==> src/rtl/riscv_ctrl_pkg.sv <==
// Shared definitions for the multicycle RISC-V main controller: opcodes, state
// encodings, datapath select encodings and the packed control word.
package riscv_ctrl_pkg;

  // Supported major opcodes (instr[6:0])
  localparam logic [6:0] OpLoad   = 7'b0000011;
  localparam logic [6:0] OpStore  = 7'b0100011;
  localparam logic [6:0] OpRtype  = 7'b0110011;
  localparam logic [6:0] OpItype  = 7'b0010011;
  localparam logic [6:0] OpBranch = 7'b1100011;
  localparam logic [6:0] OpJal    = 7'b1101111;

  // funct7 value that marks an M-extension multiply
  localparam logic [6:0] Funct7Mul = 7'b0000001;

  // Controller states; numeric values are visible on the debug State port
  typedef enum logic [3:0] {
    StFetch    = 4'd0,
    StDecode   = 4'd1,
    StMemAdr   = 4'd2,
    StMemRead  = 4'd3,
    StMemWb    = 4'd4,
    StMemWrite = 4'd5,
    StExecR    = 4'd6,
    StAluWb    = 4'd7,
    StExecI    = 4'd8,
    StJal      = 4'd9,
    StBeq      = 4'd10,
    StMulWait  = 4'd11
  } state_e;

  // ALU_Op codes consumed by the ALU decoder
  localparam logic [1:0] AluOpAdd   = 2'b00;
  localparam logic [1:0] AluOpSub   = 2'b01;
  localparam logic [1:0] AluOpRtype = 2'b10;
  localparam logic [1:0] AluOpItype = 2'b11;

  // ResultSrc selects
  localparam logic [1:0] ResAluOut    = 2'b00;
  localparam logic [1:0] ResMemData   = 2'b01;
  localparam logic [1:0] ResAluResult = 2'b10;

  // ALUSrcA selects
  localparam logic [1:0] SrcAPc    = 2'b00;
  localparam logic [1:0] SrcAOldPc = 2'b01;
  localparam logic [1:0] SrcARs1   = 2'b10;

  // ALUSrcB selects
  localparam logic [1:0] SrcBRs2  = 2'b00;
  localparam logic [1:0] SrcBImm  = 2'b01;
  localparam logic [1:0] SrcBFour = 2'b10;

  // Moore control word produced from the state alone
  typedef struct packed {
    logic       pc_update;
    logic       branch;
    logic       adr_src;
    logic       mem_write;
    logic       ir_write;
    logic       reg_write;
    logic [1:0] result_src;
    logic [1:0] alu_src_a;
    logic [1:0] alu_src_b;
    logic [1:0] alu_op;
  } ctrl_word_t;

endpackage

==> src/rtl/ctrl_output_decode.sv <==
// Combinational state -> control word decode. Kept separate so a pipelined
// control path can reuse the same per-state datapath settings.
// MUL_WAIT_EN: when defined, MULWAIT repeats the EXECR control word.
module ctrl_output_decode
  import riscv_ctrl_pkg::*;
(
  input  state_e     state_i,
  output ctrl_word_t ctrl_o
);

  // Per-state Moore outputs; anything not set stays 0
  always_comb begin
    ctrl_o = '0;
    case (state_i)
      StFetch: begin
        ctrl_o.adr_src    = 1'b0;
        ctrl_o.ir_write   = 1'b1;
        ctrl_o.alu_src_a  = SrcAPc;
        ctrl_o.alu_src_b  = SrcBFour;
        ctrl_o.alu_op     = AluOpAdd;
        ctrl_o.result_src = ResAluResult;
        ctrl_o.pc_update  = 1'b1;
      end
      StDecode: begin
        // Branch target precompute: OldPC + imm
        ctrl_o.alu_src_a = SrcAOldPc;
        ctrl_o.alu_src_b = SrcBImm;
        ctrl_o.alu_op    = AluOpAdd;
      end
      StMemAdr: begin
        ctrl_o.alu_src_a = SrcARs1;
        ctrl_o.alu_src_b = SrcBImm;
        ctrl_o.alu_op    = AluOpAdd;
      end
      StMemRead: begin
        ctrl_o.adr_src    = 1'b1;
        ctrl_o.result_src = ResAluOut;
      end
      StMemWb: begin
        ctrl_o.result_src = ResMemData;
        ctrl_o.reg_write  = 1'b1;
      end
      StMemWrite: begin
        ctrl_o.adr_src    = 1'b1;
        ctrl_o.result_src = ResAluOut;
        ctrl_o.mem_write  = 1'b1;
      end
`ifdef MUL_WAIT_EN
      StExecR, StMulWait: begin
`else
      StExecR: begin
`endif
        ctrl_o.alu_src_a = SrcARs1;
        ctrl_o.alu_src_b = SrcBRs2;
        ctrl_o.alu_op    = AluOpRtype;
      end
      StExecI: begin
        ctrl_o.alu_src_a = SrcARs1;
        ctrl_o.alu_src_b = SrcBImm;
        ctrl_o.alu_op    = AluOpItype;
      end
      StAluWb: begin
        ctrl_o.result_src = ResAluOut;
        ctrl_o.reg_write  = 1'b1;
      end
      StBeq: begin
        ctrl_o.alu_src_a  = SrcARs1;
        ctrl_o.alu_src_b  = SrcBRs2;
        ctrl_o.alu_op     = AluOpSub;
        ctrl_o.result_src = ResAluOut;
        ctrl_o.branch     = 1'b1;
      end
      StJal: begin
        // PC <= branch target from DECODE; ALU computes OldPC + 4 for rd
        ctrl_o.alu_src_a  = SrcAOldPc;
        ctrl_o.alu_src_b  = SrcBFour;
        ctrl_o.alu_op     = AluOpAdd;
        ctrl_o.result_src = ResAluOut;
        ctrl_o.pc_update  = 1'b1;
      end
      default: ctrl_o = '0;
    endcase
  end

endmodule

==> src/rtl/main_control_fsm.sv <==
// Multicycle RISC-V main controller. Sequences each instruction through
// fetch/decode/execute/memory/writeback and drives the datapath enables.
// MUL_WAIT_EN: when defined, mul (funct7=0000001) holds EXECR settings for
// MUL_LATENCY cycles via the MULWAIT state; otherwise mul takes one cycle.
module main_control_fsm
  import riscv_ctrl_pkg::*;
#(
  parameter int unsigned MUL_LATENCY = 4
) (
  input  logic       clk,
  input  logic       rst,
  input  logic [6:0] Opcode,
  input  logic [6:0] Funct7,
  input  logic       Zero,
  output logic       PCWrite,
  output logic       AdrSrc,
  output logic       MemWrite,
  output logic       IRWrite,
  output logic       RegWrite,
  output logic [1:0] ResultSrc,
  output logic [1:0] ALUSrcA,
  output logic [1:0] ALUSrcB,
  output logic [1:0] ALU_Op,
  output logic       IllegalOp,
  output logic [3:0] State
);

  state_e     state_q, state_d;
  ctrl_word_t ctrl;
  logic       illegal;

`ifdef MUL_WAIT_EN
  logic [3:0] cnt_q, cnt_d;

  // Remaining MULWAIT cycles after the current one
  always_ff @(posedge clk or posedge rst) begin
    if (rst) begin
      cnt_q <= 4'd0;
    end else begin
      cnt_q <= cnt_d;
    end
  end
`else
  logic [6:0]  unused_funct7;
  logic [31:0] unused_mul_latency;
  assign unused_funct7      = Funct7;
  assign unused_mul_latency = 32'(MUL_LATENCY);
`endif

  // State register; reset aborts any instruction in flight
  always_ff @(posedge clk or posedge rst) begin
    if (rst) begin
      state_q <= StFetch;
    end else begin
      state_q <= state_d;
    end
  end

  // Next-state logic and the DECODE-time illegal-opcode flag
  always_comb begin
    state_d = StFetch;
    illegal = 1'b0;
`ifdef MUL_WAIT_EN
    cnt_d   = cnt_q;
`endif
    case (state_q)
      StFetch: state_d = StDecode;
      StDecode: begin
        case (Opcode)
          OpLoad, OpStore: state_d = StMemAdr;
          OpRtype:         state_d = StExecR;
          OpItype:         state_d = StExecI;
          OpBranch:        state_d = StBeq;
          OpJal:           state_d = StJal;
          default: begin
            // PC already advanced in FETCH, so skipping acts as a NOP
            state_d = StFetch;
            illegal = 1'b1;
          end
        endcase
      end
      StMemAdr:   state_d = (Opcode == OpLoad) ? StMemRead : StMemWrite;
      StMemRead:  state_d = StMemWb;
      StMemWb:    state_d = StFetch;
      StMemWrite: state_d = StFetch;
      StExecR: begin
        state_d = StAluWb;
`ifdef MUL_WAIT_EN
        if (Funct7 == Funct7Mul && MUL_LATENCY > 1) begin
          state_d = StMulWait;
          cnt_d   = 4'(MUL_LATENCY - 2);
        end
`endif
      end
`ifdef MUL_WAIT_EN
      StMulWait: begin
        if (cnt_q == 4'd0) begin
          state_d = StAluWb;
        end else begin
          state_d = StMulWait;
          cnt_d   = cnt_q - 4'd1;
        end
      end
`endif
      StExecI: state_d = StAluWb;
      StAluWb: state_d = StFetch;
      StJal:   state_d = StAluWb;
      StBeq:   state_d = StFetch;
      default: state_d = StFetch;
    endcase
  end

  ctrl_output_decode u_decode (
    .state_i (state_q),
    .ctrl_o  (ctrl)
  );

  // Outputs are forced low while reset is held, even though state reads FETCH
  always_comb begin
    PCWrite   = ~rst & (ctrl.pc_update | (ctrl.branch & Zero));
    AdrSrc    = ~rst & ctrl.adr_src;
    MemWrite  = ~rst & ctrl.mem_write;
    IRWrite   = ~rst & ctrl.ir_write;
    RegWrite  = ~rst & ctrl.reg_write;
    ResultSrc = rst ? 2'b00 : ctrl.result_src;
    ALUSrcA   = rst ? 2'b00 : ctrl.alu_src_a;
    ALUSrcB   = rst ? 2'b00 : ctrl.alu_src_b;
    ALU_Op    = rst ? 2'b00 : ctrl.alu_op;
    IllegalOp = ~rst & illegal;
    State     = state_q;
  end

endmodule
==> config.mk <==
export PLATFORM = sky130hd
export DESIGN_NAME = main_control_fsm
export DESIGN_NICKNAME = d
export VERILOG_FILES = /design/src/rtl/riscv_ctrl_pkg.sv /design/src/rtl/ctrl_output_decode.sv /design/src/rtl/main_control_fsm.sv
export SDC_FILE = /design/constraint.sdc
export NUM_CORES = 1
export LEC_CHECK = 0
export CAP_MARGIN = 20
export CORE_MARGIN = 2
export CORE_UTILIZATION = 37
export DETAILED_ROUTE_END_ITERATION = 7
export PLACE_DENSITY = 0.83
export SYNTH_ARGS = -nofsm -noshare
export SYNTH_HDL_FRONTEND = slang
export SYNTH_SLANG_ARGS = --single-unit
export TNS_END_PERCENT = 50
==> constraint.sdc <==
create_clock -name clk -period 3.7 [get_ports clk]
set_clock_uncertainty 0.1 [all_clocks]
set_input_delay 1.11 -clock clk [delete_from_list [all_inputs] [get_ports clk]]
set_output_delay 1.11 -clock clk [all_outputs]
set_load 0.02 [all_outputs]
=== Word level (Yosys, flattened, before mapping) ===
Index checks and enable logic that the tools add are counted.

* Add/sub/neg operators: 0
* Multiply operators: 0
* Div/mod/pow operators: 0
* Order comparisons: 0
* Eq/ne operators: 16
* Shift-type cells: 0
* Multiplexer cells: 17
* Bitwise operators: 9
* Reductions and logical operators: 7

{| class="wikitable"
|+ Operator list
! cell !! number
|-
| $pmux W6 S7 || 1
|-
| $pmux W4 S5 || 2
|-
| $eq A4 B3 Y1 const B || 4
|-
| $eq A7 B6 Y1 const B || 2
|-
| $eq A7 B7 Y1 const B || 2
|-
| $eq A4 B4 Y1 const B || 3
|-
| $eq A4 B2 Y1 const B || 2
|-
| $mux W1 || 8
|-
| $mux W2 || 4
|-
| $reduce_or A2 Y1 || 4
|-
| $and A1 B1 Y1 || 7
|-
| $eq A7 B2 Y1 const B || 1
|-
| $eq A7 B5 Y1 const B || 1
|-
| $reduce_or A6 Y1 || 1
|-
| $eq A4 B1 Y1 const B || 1
|-
| $logic_not A4 Y1 || 1
|-
| $pmux W2 S2 || 1
|-
| $mux W3 || 1
|-
| $reduce_or A3 Y1 || 1
|-
| $not A1 Y1 || 1
|-
| $or A1 B1 Y1 || 1
|}

* Register bits after elaboration: 4
* Latch bits: 0
* RAM bits: 0
* Bits in read-only memories: 0
* Input port bits: 17
* Output and inout bits: 18
* Word-level logic and storage cells: 50
* Memories kept: 0

=== Logic depth before layout (Yosys ltp) ===
* Depth in word-level cells: 5
* Mapped depth: 4
* Gate-level depth less buffers: 3

=== Cells and area by module ===
A second synthesis with hierarchy kept.

* Cells, all modules: 81
* Area, all modules: 621.8 µm²

{| class="wikitable"
|+ By module, submodules not included
! module !! instances !! cells each !! area each (µm²) !! seq. area each (µm²)
|-
| main_control_fsm || 1 || 53 || 429.2 || 100.1
|-
| ctrl_output_decode || 1 || 28 || 192.7 || 0.0
|}

=== Worst setup path after synthesis ===
OpenSTA, ideal clock, no wires.

* Path type: input-to-output
* Start: input port rst
* End: output port ALUSrcA[1]
* Data arrival time: 2,424 ps
* Required time: 2,490 ps
* Setup slack: 66 ps
* Cell stages on the path: 2
* Path buffers: 1
* Cells stage by stage: clkbuf_1 > a2111oi_0

* Cells in the longest elaborated chain, start to end: 1

{| class="wikitable"
|+ Ends and longest elaborated chain
! what !! line !! text
|-
| from (decl) || main_control_fsm.sv:11 || <nowiki>input logic rst,</nowiki>
|-
| $mux W2 || main_control_fsm.sv:126 || <nowiki>ALUSrcA = rst ? 2'b00 : ctrl.alu_src_a;</nowiki>
|-
| to (decl) || main_control_fsm.sv:21 || <nowiki>output logic [1:0] ALUSrcA,</nowiki>
|}

No other way between the ends.

=== Worst setup path in the final report ===
* Start: input port rst
* End: output port ALUSrcB[0]

* Cells in the longest elaborated chain, start to end: 1

{| class="wikitable"
|+ Ends and longest elaborated chain
! what !! line !! text
|-
| $mux W2 || main_control_fsm.sv:127 || <nowiki>ALUSrcB = rst ? 2'b00 : ctrl.alu_src_b;</nowiki>
|-
| to (decl) || main_control_fsm.sv:22 || <nowiki>output logic [1:0] ALUSrcB,</nowiki>
|}

No other way between the ends.

==> metrics.csv <==
stage,metric,value,unit
layout,Ant. Diodes,0,
timing,crit path time final,3630,ps
hold_path,Worst Hold Class,reg -> reg,
worst_setup_path,top cell family by delay on the critical path,buffers and inverters,
die,starting density of the core,40.1,%
detailed_routing,vias post-DR,643,
synth,Synth warnings,0,
power_and_ir_drop,PwrDens,379,nW/um^2
cts,clk_lat worst skew,230,ps
worst_setup_path,crit path buf inv count,2,
cts,CTS Hold Bufs,0,
synth,#FFs+latches synth,4,
placed_design,input/output buffers,27,
global_route,total gr overflow,0,
timing,fin worst setup slack,67.3,ps
layout,final instance area,842,sq um
global_route,first-pass GRT wire length,2400,microns
layout,Largest register FFs,4,
placed_design,Placed Area,845,sq um
worst_setup_path,WP data arrival,2420,ps
synth,Post-Syn Instances,68,
global_route,largest net degree at the start of global routing,18,
worst_setup_path,CP Launch Type,input pin,
detailed_routing,Avg WL per Cell,13.0,microns
placed_design,gpl congestion,0.850,
synth,register area share after synthesis,19.0,%
placed_design,DP Worst Slack,-281,ps
worst_setup_path,"slowest stage cell, crit path",clkdlybuf4s50_1,
power_and_ir_drop,VDD IR max,0.215,mV
detailed_routing,router iterations before antenna repair,6,
cts,clk sinks,4,
global_route,initial antenna violation count,0,
detailed_routing,Post-Route WL,1510,microns
detailed_routing,# DRC,0,
worst_setup_path,CP Class,in -> out,
layout,"commonest non-fill, non-tap cell in the layout",clkdlybuf4s50_1,
timing,pin slew with the least headroom to its limit,493,ps
die,die extent in y,41.8,microns
layout,most frequent cells in the layout,"clkdlybuf4s50_1 (13), dlygate4sd2_1 (12), buf_4 (9), nor2_1 (8), nor3_1 (7)",
synth,Yosys cell types,34,
power_and_ir_drop,Final Power,0.320,mW
worst_setup_path,"Max FO, Critical Path",7,
worst_setup_path,worst stage delay on the critical path,510,ps
cts,Max Buffers Root-to-Sink,2,
layout,share of cells above drive strength 1,19.8,%
cts,postcts setup bufs,0,
timing,RSZ-0062 raised after global routing,false,
synth,number of enable flip-flop cells after synthesis,0,
timing,highest clock rate,275,MHz
die,chip width,41.8,microns
synth,ys async rst share,100,%
timing,Final Max Slew Viols,0,
global_route,number of global-route vias before repair,592,
layout,P&R area growth vs syn,59.5,%
timing,"Period Utilization, post-route",98.2,%
synth,Post-Synthesis Net Count,85,
layout,Layout Utilization,63.9,%
layout,Filler Cells Inserted,132,
worst_setup_path,Setup crit end kind,primary output,
timing,final setup vio count,0,
cts,CTS tree,yes,
layout,nets@finish,120,
die,row cnt,13,
cts,clock transition at the registers of the reported paths,40,ps
worst_setup_path,critical path cell sequence,clkdlybuf4s50_1 -> nor2_1 -> o21ai_0 -> a31oi_1 -> dlygate4sd2_1,
detailed_routing,DR vias/cell,5.54,
power_and_ir_drop,total leakage power,0.401,nW
cts,total CTS buffers,3,
cts,htree depth,1,
detailed_routing,First DRT Iteration DRCs,9,
worst_setup_path,FF-to-FF setup slack,2200,ps
worst_setup_path,Critical Path RT,2490,ps
placed_design,hpwl dp,1150,microns
timing,Max-Slew Margin vs Limit,67.2,%
die,Total Die Area,1750,sq um
layout,Post-Layout Cell Count,116,
die,Core Region,1320,sq um
die,IO Count,35,
detailed_routing,final antenna-violating net count,0,
global_route,total track usage,17.7,%
cts,CTS Root Cell,clkbuf_4,
synth,Mapped Area,528,sq um
synth,prevailing post-synth register cell,dfrtp_1,
placed_design,placed cell count,113,
timing,Fin. Hold Viols,0,
job,max cap viols,0,
synth,Synth Area per Inst,7.76,sq um
outcome,status,finished clean,
[repair_timing]
action / CTS / global route
endpoints found under the setup margin: 14 / 2
pin swaps: 0 / 0
gates resized for setup: 15 / 5
[path summary, 6_finish.rpt]
path | from | to | depth (start not counted)
max in group asynchronous | rst | State[2] | 4
worst min register to register | State[1] | State[2] | 2
worst min-delay path | State[1] | State[2] | 2
worst max-delay path | rst | ALUSrcB[0] | 5
min in group asynchronous | rst | State[1] | 4
worst max register to register | State[0] | State[1] | 3
[cells in the mapped netlist, types with 2 or more instances]
library cell,n,share of area [%]
a211oi_1,2,2.8
and3_1,3,3.6
buf_2,2,1.9
buf_4,2,2.8
dfrtp_1,4,19
inv_1,4,2.8
nand2_1,6,4.3
nor2_1,8,5.7
nor2b_1,2,2.4
nor3_1,7,6.6
nor4b_2,2,5.7
o21ai_0,2,1.9
xor2_1,3,5.0
[cell families after synthesis]
logic type / Yosys count / share of synthesized area [%]
buffers and inverters: 10 / 10.4
XOR/XNOR: 3 / 4.98
AND/OR/NAND/NOR: 37 / 43.4
AO/OA/AOI/OAI: 14 / 22.3
flip-flops: 4 / 19.0
[where the power goes]
group          internal, mW  total [mW]  switching [mW]
combinational        0.0842       0.182          0.0982
clock                0.0364      0.0556          0.0192
sequential           0.0506      0.0816          0.0310
[worst register-to-register path, cell delays in order, from the launching register on]
cell,delay [ps]
dfrtp_1,640
nor4b_2,380
o2111ai_1,180
o311ai_1,100
[final cells by class]
class / instances / area [sq um] / share of cell area (%)
well taps: 15 / 18.8 / 2.23
flip-flops and latches: 4 / 100 / 11.9
repair buffers: 36 / 313 / 37.1
clock buffers: 3 / 22.5 / 2.67
multi-input cells: 54 / 373 / 44.3
inverters: 4 / 15.0 / 1.78
[through the flow]
stage | setup TNS (ps) | hold slack [ps]
final | 0 | 743
after floorplan | 0 | 643
after detailed placement | -2310 | 735
after global routing | 0 | 798
after CTS | 0 | 742
after global placement | -2200 | 718
[metal layers]
layer  vias to the layer above  global-route usage, %  share of wire [%]  wire [microns]
met4                         0                   8.39                  0               0
met2                        30                   32.8                 54             806
met1                       294                   18.1                 40             595
met5                         -                      0                  0               0
li1                        319                      -                  -               -
met3                         0                   4.78                6.9             104
(Power assumes the default switching activity.)
